`src/rtl/clk_div_pkg.sv`:
```
// Shared types and constants for the clock divider controller and its counter core.
package clk_div_pkg;

  localparam int CNT_W_DEF = 8;
  localparam int DIV_MIN   = 2;

  typedef enum logic [1:0] {
    ST_IDLE = 2'd0,
    ST_RUN  = 2'd1,
    ST_PEND = 2'd2
  } state_t;

endpackage

```
`src/rtl/clk_div_core.sv`:
```
// Period counter with registered divided clock and once-per-period enable pulse.
module clk_div_core
  import clk_div_pkg::*;
#(
  parameter int CNT_W = CNT_W_DEF
) (
  input  logic             clk_in,
  input  logic             rst,
  input  logic             load,
  input  logic             run,
  input  logic [CNT_W-1:0] n,
  output logic             clk_en_out,
  output logic             clk_out
);

  logic [CNT_W-1:0] cnt_reg, cnt_next;
  logic [CNT_W-1:0] ratio_reg, ratio_next;
  logic             act_reg, act_next;
  logic             clk_en_reg, clk_en_next;
  logic             clk_out_reg, clk_out_next;
  logic             last_cnt;

  assign last_cnt = (cnt_reg == ratio_reg - CNT_W'(1));

  always_comb begin
    ratio_next = ratio_reg;
    cnt_next   = '0;
    act_next   = 1'b0;
    if (load) begin
      ratio_next = n;
      act_next   = 1'b1;
    end else if (run && act_reg) begin
      act_next = 1'b1;
      cnt_next = last_cnt ? '0 : cnt_reg + CNT_W'(1);
    end
    // Enable is precomputed from next-state so it lines up with cnt == N-1.
    clk_en_next  = act_next && (cnt_next == ratio_next - CNT_W'(1));
    clk_out_next = act_reg && (cnt_reg < (ratio_reg >> 1));
  end

  always_ff @(posedge clk_in) begin
    if (rst) begin
      cnt_reg     <= '0;
      ratio_reg   <= CNT_W'(DIV_MIN);
      act_reg     <= 1'b0;
      clk_en_reg  <= 1'b0;
      clk_out_reg <= 1'b0;
    end else begin
      cnt_reg     <= cnt_next;
      ratio_reg   <= ratio_next;
      act_reg     <= act_next;
      clk_en_reg  <= clk_en_next;
      clk_out_reg <= clk_out_next;
    end
  end

  assign clk_en_out = clk_en_reg;
  assign clk_out    = clk_out_reg;

endmodule

```
`src/rtl/clk_div_ctrl.sv`:
```
// Configuration handshake and run/pending FSM driving the divider core;
// ratio changes are deferred to the period boundary so no period is cut short.
module clk_div_ctrl
  import clk_div_pkg::*;
#(
  parameter int CNT_W = CNT_W_DEF
) (
  input  logic             clk_in,
  input  logic             rst,
  input  logic             cfg_valid,
  output logic             cfg_ready,
  input  logic             cfg_en,
  input  logic [CNT_W-1:0] cfg_div,
  output logic             cfg_err,
  output logic             clk_en_out,
  output logic             clk_out,
  output logic             busy
);

  state_t           state_reg, state_next;
  logic             pend_en_reg, pend_en_next;
  logic [CNT_W-1:0] pend_n_reg, pend_n_next;
  logic             cfg_ready_reg, busy_reg, cfg_err_reg;
  logic             xfer, bad_req;
  logic             core_load, core_run;
  logic [CNT_W-1:0] core_n;

  assign xfer    = cfg_valid && cfg_ready_reg;
  assign bad_req = cfg_en && (cfg_div < CNT_W'(DIV_MIN));

  always_comb begin
    state_next   = state_reg;
    pend_en_next = pend_en_reg;
    pend_n_next  = pend_n_reg;
    core_load    = 1'b0;
    core_run     = 1'b0;
    core_n       = cfg_div;
    case (state_reg)
      ST_IDLE: begin
        if (xfer && cfg_en && !bad_req) begin
          core_load  = 1'b1;
          state_next = ST_RUN;
        end
      end
      ST_RUN: begin
        core_run = 1'b1;
        if (xfer && !bad_req) begin
          pend_en_next = cfg_en;
          pend_n_next  = cfg_div;
          state_next   = ST_PEND;
        end
      end
      ST_PEND: begin
        core_run = 1'b1;
        // clk_en_out marks the last cycle of the current period.
        if (clk_en_out) begin
          if (pend_en_reg) begin
            core_load  = 1'b1;
            core_n     = pend_n_reg;
            state_next = ST_RUN;
          end else begin
            core_run   = 1'b0;
            state_next = ST_IDLE;
          end
        end
      end
      default: state_next = ST_IDLE;
    endcase
  end

  always_ff @(posedge clk_in) begin
    if (rst) begin
      state_reg     <= ST_IDLE;
      pend_en_reg   <= 1'b0;
      pend_n_reg    <= '0;
      cfg_ready_reg <= 1'b0;
      busy_reg      <= 1'b0;
      cfg_err_reg   <= 1'b0;
    end else begin
      state_reg     <= state_next;
      pend_en_reg   <= pend_en_next;
      pend_n_reg    <= pend_n_next;
      cfg_ready_reg <= (state_next != ST_PEND);
      busy_reg      <= (state_next != ST_IDLE);
      cfg_err_reg   <= xfer && bad_req;
    end
  end

  assign cfg_ready = cfg_ready_reg;
  assign busy      = busy_reg;
  assign cfg_err   = cfg_err_reg;

  clk_div_core #(
    .CNT_W(CNT_W)
  ) u_core (
    .clk_in    (clk_in),
    .rst       (rst),
    .load      (core_load),
    .run       (core_run),
    .n         (core_n),
    .clk_en_out(clk_en_out),
    .clk_out   (clk_out)
  );

endmodule

```
`config.mk`:
```
export PLATFORM = sky130hd
export DESIGN_NAME = clk_div_ctrl
export DESIGN_NICKNAME = d
export VERILOG_FILES = /design/src/rtl/clk_div_pkg.sv /design/src/rtl/clk_div_core.sv /design/src/rtl/clk_div_ctrl.sv
export SDC_FILE = /design/constraint.sdc
export NUM_CORES = 1
export LEC_CHECK = 0
export ABC_AREA = 1
export CORE_UTILIZATION = 55
export DETAILED_ROUTE_END_ITERATION = 8
export GPL_ROUTABILITY_DRIVEN = 1
export PLACE_DENSITY = 0.76
export SLEW_MARGIN = 10
export SYNTH_ARGS = -nofsm -noshare
export SYNTH_HDL_FRONTEND = slang
export SYNTH_HIERARCHICAL = 1
export SYNTH_SLANG_ARGS = --single-unit
export TNS_END_PERCENT = 5
```
`constraint.sdc`:
```
create_clock -name clk_in -period 4.5 [get_ports clk_in]
set_input_delay 0.9 -clock clk_in [delete_from_list [all_inputs] [get_ports clk_in]]
set_output_delay 0.9 -clock clk_in [all_outputs]
set_load 0.05 [all_outputs]
```
* Word-level counts from Yosys, hierarchy flattened
Cells that the tools add are included.
Storage, ports and cells: register bits 33, output and inout port bits 5
Operators by class: reduce and logical (&&, ||, !) cells 13, $lt $le $gt $ge 2, add/subtract/negate cells 3, equality and inequality tests 5, muxes and demuxes 20
Operators by type and width (count):
- $mux 8 | 7
- $eq 8x8->1 | 2
- $sub 8x1->8 const B | 2
- $logic_and 1x1->1 | 9
- $add 8x1->8 const B | 1
- $lt 8x2->1 const B | 1
- $lt 8x7->1 | 1
- $mux 1 | 7
- $mux 2 | 3
- $pmux 2 s3 | 1
- $pmux 1 s2 | 2
- $eq 2x1->1 const B | 1
- $eq 2x2->1 const B | 1
- $logic_not 2->1 | 1
- $ne 2x2->1 const B | 1
- $reduce_and 2->1 | 1
- $reduce_bool 2->1 | 1
- $logic_not 1->1 | 1

* Logic depth before layout (Yosys ltp)
depth after elaboration 10, depth in mapped cells 21

* Hierarchy
The synthesis kept the hierarchy.
Modules (own cells, without submodules):
- clk_div_core | times used 1, sequential area each 380.4 um2, area each 1477.7 um2, cells each 221
- clk_div_ctrl | times used 1, sequential area each 280.3 um2, area each 778.2 um2, cells each 117

* Worst setup path before layout
Ideal clock, no wire load.
path kind in2reg, start point in cfg_div[7], end point reg u_core.clk_en_reg (netlist: u_core/clk_en_out), buffers on the path 1, arrival 2.848 ns, cell stages on the path 20, library setup time 0.111 ns, data required time 4.389 ns, setup slack 1.541 ns, path through inv_1 nand2_1 nor2_1 nand2_2 nand2_1 o21ai_0 buf_6 inv_6 or2_0 o21ai_2 ha_1 nand2_1 nor2_2 nand2_1 xnor2_1 nand4_1 nand2_1 nor2_2 nand3_1 nor2_1
Between the ends: longest elaborated chain between the ends 10
Ends and longest elaborated chain:
- start: declaration | line clk_div_ctrl.sv:13 | input logic [CNT_W-1:0] cfg_div,
- $lt 8x2->1 * | line clk_div_ctrl.sv:29 | assign bad_req = cfg_en && (cfg_div < CNT_W'(DIV_MIN));
- $logic_and 1x1->1 * | line clk_div_ctrl.sv:29
- $logic_not 1->1 * | line clk_div_ctrl.sv:40 | if (xfer && cfg_en && !bad_req) begin
- $logic_and 1x1->1 * | line clk_div_ctrl.sv:40
- $mux 1 * | line clk_div_ctrl.sv:40
- $pmux 1 s2 * | line clk_div_ctrl.sv:38 | case (state_reg)
- named net core_load | line clk_div_ctrl.sv:25 | logic core_load, core_run;
- $mux 8 | line clk_div_core.sv:29 | if (load) begin
- $sub 8x1->8 | line clk_div_core.sv:37 | clk_en_next = act_next && (cnt_next == ratio_next - CNT_W'(1));
- $eq 8x8->1 | line clk_div_core.sv:37
- $logic_and 1x1->1 * | line clk_div_core.sv:37
- end signal: assignment | line clk_div_core.sv:52 | clk_en_reg <= clk_en_next;
- end: declaration | line clk_div_core.sv:19 | logic clk_en_reg, clk_en_next;
Mark *: on every way through the listed nets, which the timed path passes. The rest lies on a longest branch. A chain may end at the register's enable or synchronous reset.

* Worst setup path after layout
start point in cfg_div[1], end point reg u_core.clk_en_reg (netlist: u_core/clk_en_out)
Same word-level chain as after synthesis.

==> impl_metrics.ini <==
[status]
status = complete, no violations

[sta]
setup_violations = 0
period_share_pct = 76.0
drv_slew = 0
fin_setup_tns_ns = 0
timing.hold.ws_ns = 0.447
tightest_slew_ns = 0.780
max_freq_ghz = 0.292
relSlewSlack_pct = 47.9
rsz0062_at_grt = false
fin_skew_ns = 0.00742
fin_crit_ns = 3.42
hold_viol = 0

[clock_tree]
cts_hold_buf = 0
postCtsSetupBuffers = 0
numCtsBuffers = 5
clk_path_buf_depth = 2
cts.clk_slew.worst_paths_ns = 0.07
cts_root_buf = clkbuf_8
htreeDepth = 2
cts.sink_count = 33
postCtsResizedCells = 0
insertion_delay_ns = 0.28
cts_tree = built

[critical_path]
worstReg2RegEnd = u_core/clk_en_out
cp-start-kind = input pin
cp_data_required_time_ns = 4.72
arrival_ns = 3.64
path_max_fanout = 10
r2r_slack_ns = 1.42
ff2ff_path_depth = 18
crit_path_end_kind = register
cp-startpoint = cfg_div[1]
critPathKind = in2reg
r2r-start = state_reg[1]

[route]
drt_wl_total_um = 4650
wire_per_inst_um = 11.5
drc = 0
drt-initial-drc-count = 110
routed_via_density = 5.03
vias = 2027
dr.pass1.iters = 5
drtAntennaViolNets = 0

[yosys]
ys_ff_latch = 33
syn_inst = 338
synth_top_area_share_pct = 29.3
syn_area_sq_um = 2260
avgSynthCellArea_sq_um = 6.67
synth_area_leader_cell = dfxtp_1
ys_types = 34
synth_area_leaders = dfxtp_1 29%, nand2_1 12%, inv_1 9.0%
ys_seq_area_share_pct = 29.3
synth_nets = 363
yosysWarnings = 6

[final_layout]
area_growth_pct = 12.6
n_antenna_cell = 0
mostFrequentLayoutCells = 70 x nand2_1, 54 x inv_1, 36 x nor2_1, 33 x dfxtp_1, 25 x nand3_1
nets = 379
final_common_cell = nand2_1
drive_gt1_share_pct = 9.86

[placement]
place.gp.congestion = 0.914
dpl.hpwl_um = 3620
port_buffers = 16

[floorplan]
start_util_pct = 59.4
die_h_um = 66.0
rows = 22
die_area_sq_um = 4360
ios = 17
die_w_um = 66.0
core_area_sq_um = 3800

[hold_path]
holdPathStages = 2
min_from = pend_n_reg[0]
hold_path_end = pend_n_reg[0]
hold_class = reg2reg

[power]
power_leakage_nw = 1.24
power_density_nw_per_um2 = 298
irDropWorstVdd_uv = 208
power_mw = 0.757

[grt]
antenna_found_initial = 0
grt_max_degree = 22
track_usage_pct = 24.6
grt_pass1_wl_um = 8070
grt_pass1_vias = 1884
grt-ovfl-total = 0

[job]
drv_cap = 0
## worst max-delay path, stage by stage
cell,delay (ns)
clkdlybuf4s50_1,0.49
inv_1,0.05
nand2_1,0.05
nor2_1,0.05
nand2_2,0.12
nand2_1,0.08
o21ai_0,0.15
buf_4,0.21
inv_6,0.06
or2_0,0.21
o21ai_2,0.13
ha_1,0.23
nand2_1,0.08
nor2_2,0.12
nand2_1,0.07
xnor2_1,0.18
inv_1,0.07
nand2_1,0.07
nand2_1,0.07
nor2_2,0.07
nand3_1,0.06
nor2_1,0.09
## area by class of cell
cell class              count  area, sq um
flip-flops and latches     33          661
well taps                  48         60.1
fillers                   369         1260
repair buffers             17          168
multi-input cells         235         1300
clock inverters             1         30.0
inverters                  62          238
clock buffers               7         86.3
## cell families (layout without fill, tap and decap cells)
logic type,after synthesis,count (layout),synth area share (%)
AOI/OAI and AO/OA,49,49,11.9
xor gates and xnor gates,16,16,6.54
adders and majority gates,13,13,7.21
buffers and inverters,70,87,13.1
DFF,33,33,29.3
and+or+nand+nor,157,157,31.9
## power by group
| part | switching, mW | leakage (nW) | internal [mW] |
|---|---|---|---|
| clock | 0.107 | 0.0585 | 0.181 |
| combinational | 0.0989 | 0.917 | 0.0612 |
| sequential | 0.00681 | 0.268 | 0.303 |
| total | 0.213 | 1.24 | 0.544 |
## cells in the mapped netlist
| library cell | count |
|---|---|
| nor2_2 | 5 |
| o21ai_2 | 4 |
| inv_6 | 1 |
| nand4_1 | 5 |
| buf_8 | 1 |
| or2_2 | 1 |
| o211ai_1 | 1 |
| ha_1 | 13 |
| nand3_1 | 25 |
| o21bai_1 | 1 |
| nand3b_1 | 2 |
| nand2_2 | 3 |
| inv_2 | 7 |
| xor2_1 | 10 |
| dfxtp_1 | 33 |
| nor3_1 | 2 |
| a21oi_1 | 15 |
| o21ai_0 | 24 |
| and2_1 | 2 |
| or2_0 | 1 |
| buf_2 | 1 |
| inv_1 | 54 |
| clkbuf_1 | 3 |
| xnor2_1 | 5 |
| nand3_2 | 2 |
| o21ai_1 | 3 |
| a21boi_0 | 1 |
| nand3_4 | 2 |
| nand2_1 | 70 |
| nor2_4 | 1 |
| clkbuf_2 | 1 |
| nor2_1 | 36 |
| buf_6 | 2 |
| xnor2_2 | 1 |
## worst max-delay path by stage
stage	endpoint	cells past startpoint
floorplan	u_core/clk_en_out	20
global placement	u_core/clk_en_out	22
detailed placement	u_core/clk_en_out	21
CTS	u_core/clk_en_out	22
global route	u_core/clk_en_out	22
finish	u_core/clk_en_out	22
## per-stage QoR
stage               cells  instance area [sq um]  setup WS, ns  util (%)
finish                403                   2540          1.08      66.9
global route          403                   2540         0.650      66.9
CTS                   403                   2540          1.09      66.9
detailed placement    395                   2420         0.809      63.8
global placement      395                   2420         0.897      63.8
floorplan             338                   2260          1.54         -
## metal layers
| metal | part of all wire, % | track usage [%] | vias up |
|---|---|---|---|
| li1 | - | - | 1085 |
| met4 | 1.6 | 9.57 | 0 |
| met1 | 49 | 30.4 | 901 |
| met2 | 47 | 42.1 | 33 |
| met5 | 0 | 0 | - |
| met3 | 2.5 | 4.31 | 8 |
Note: power is estimated with default switching activity, not from simulation.
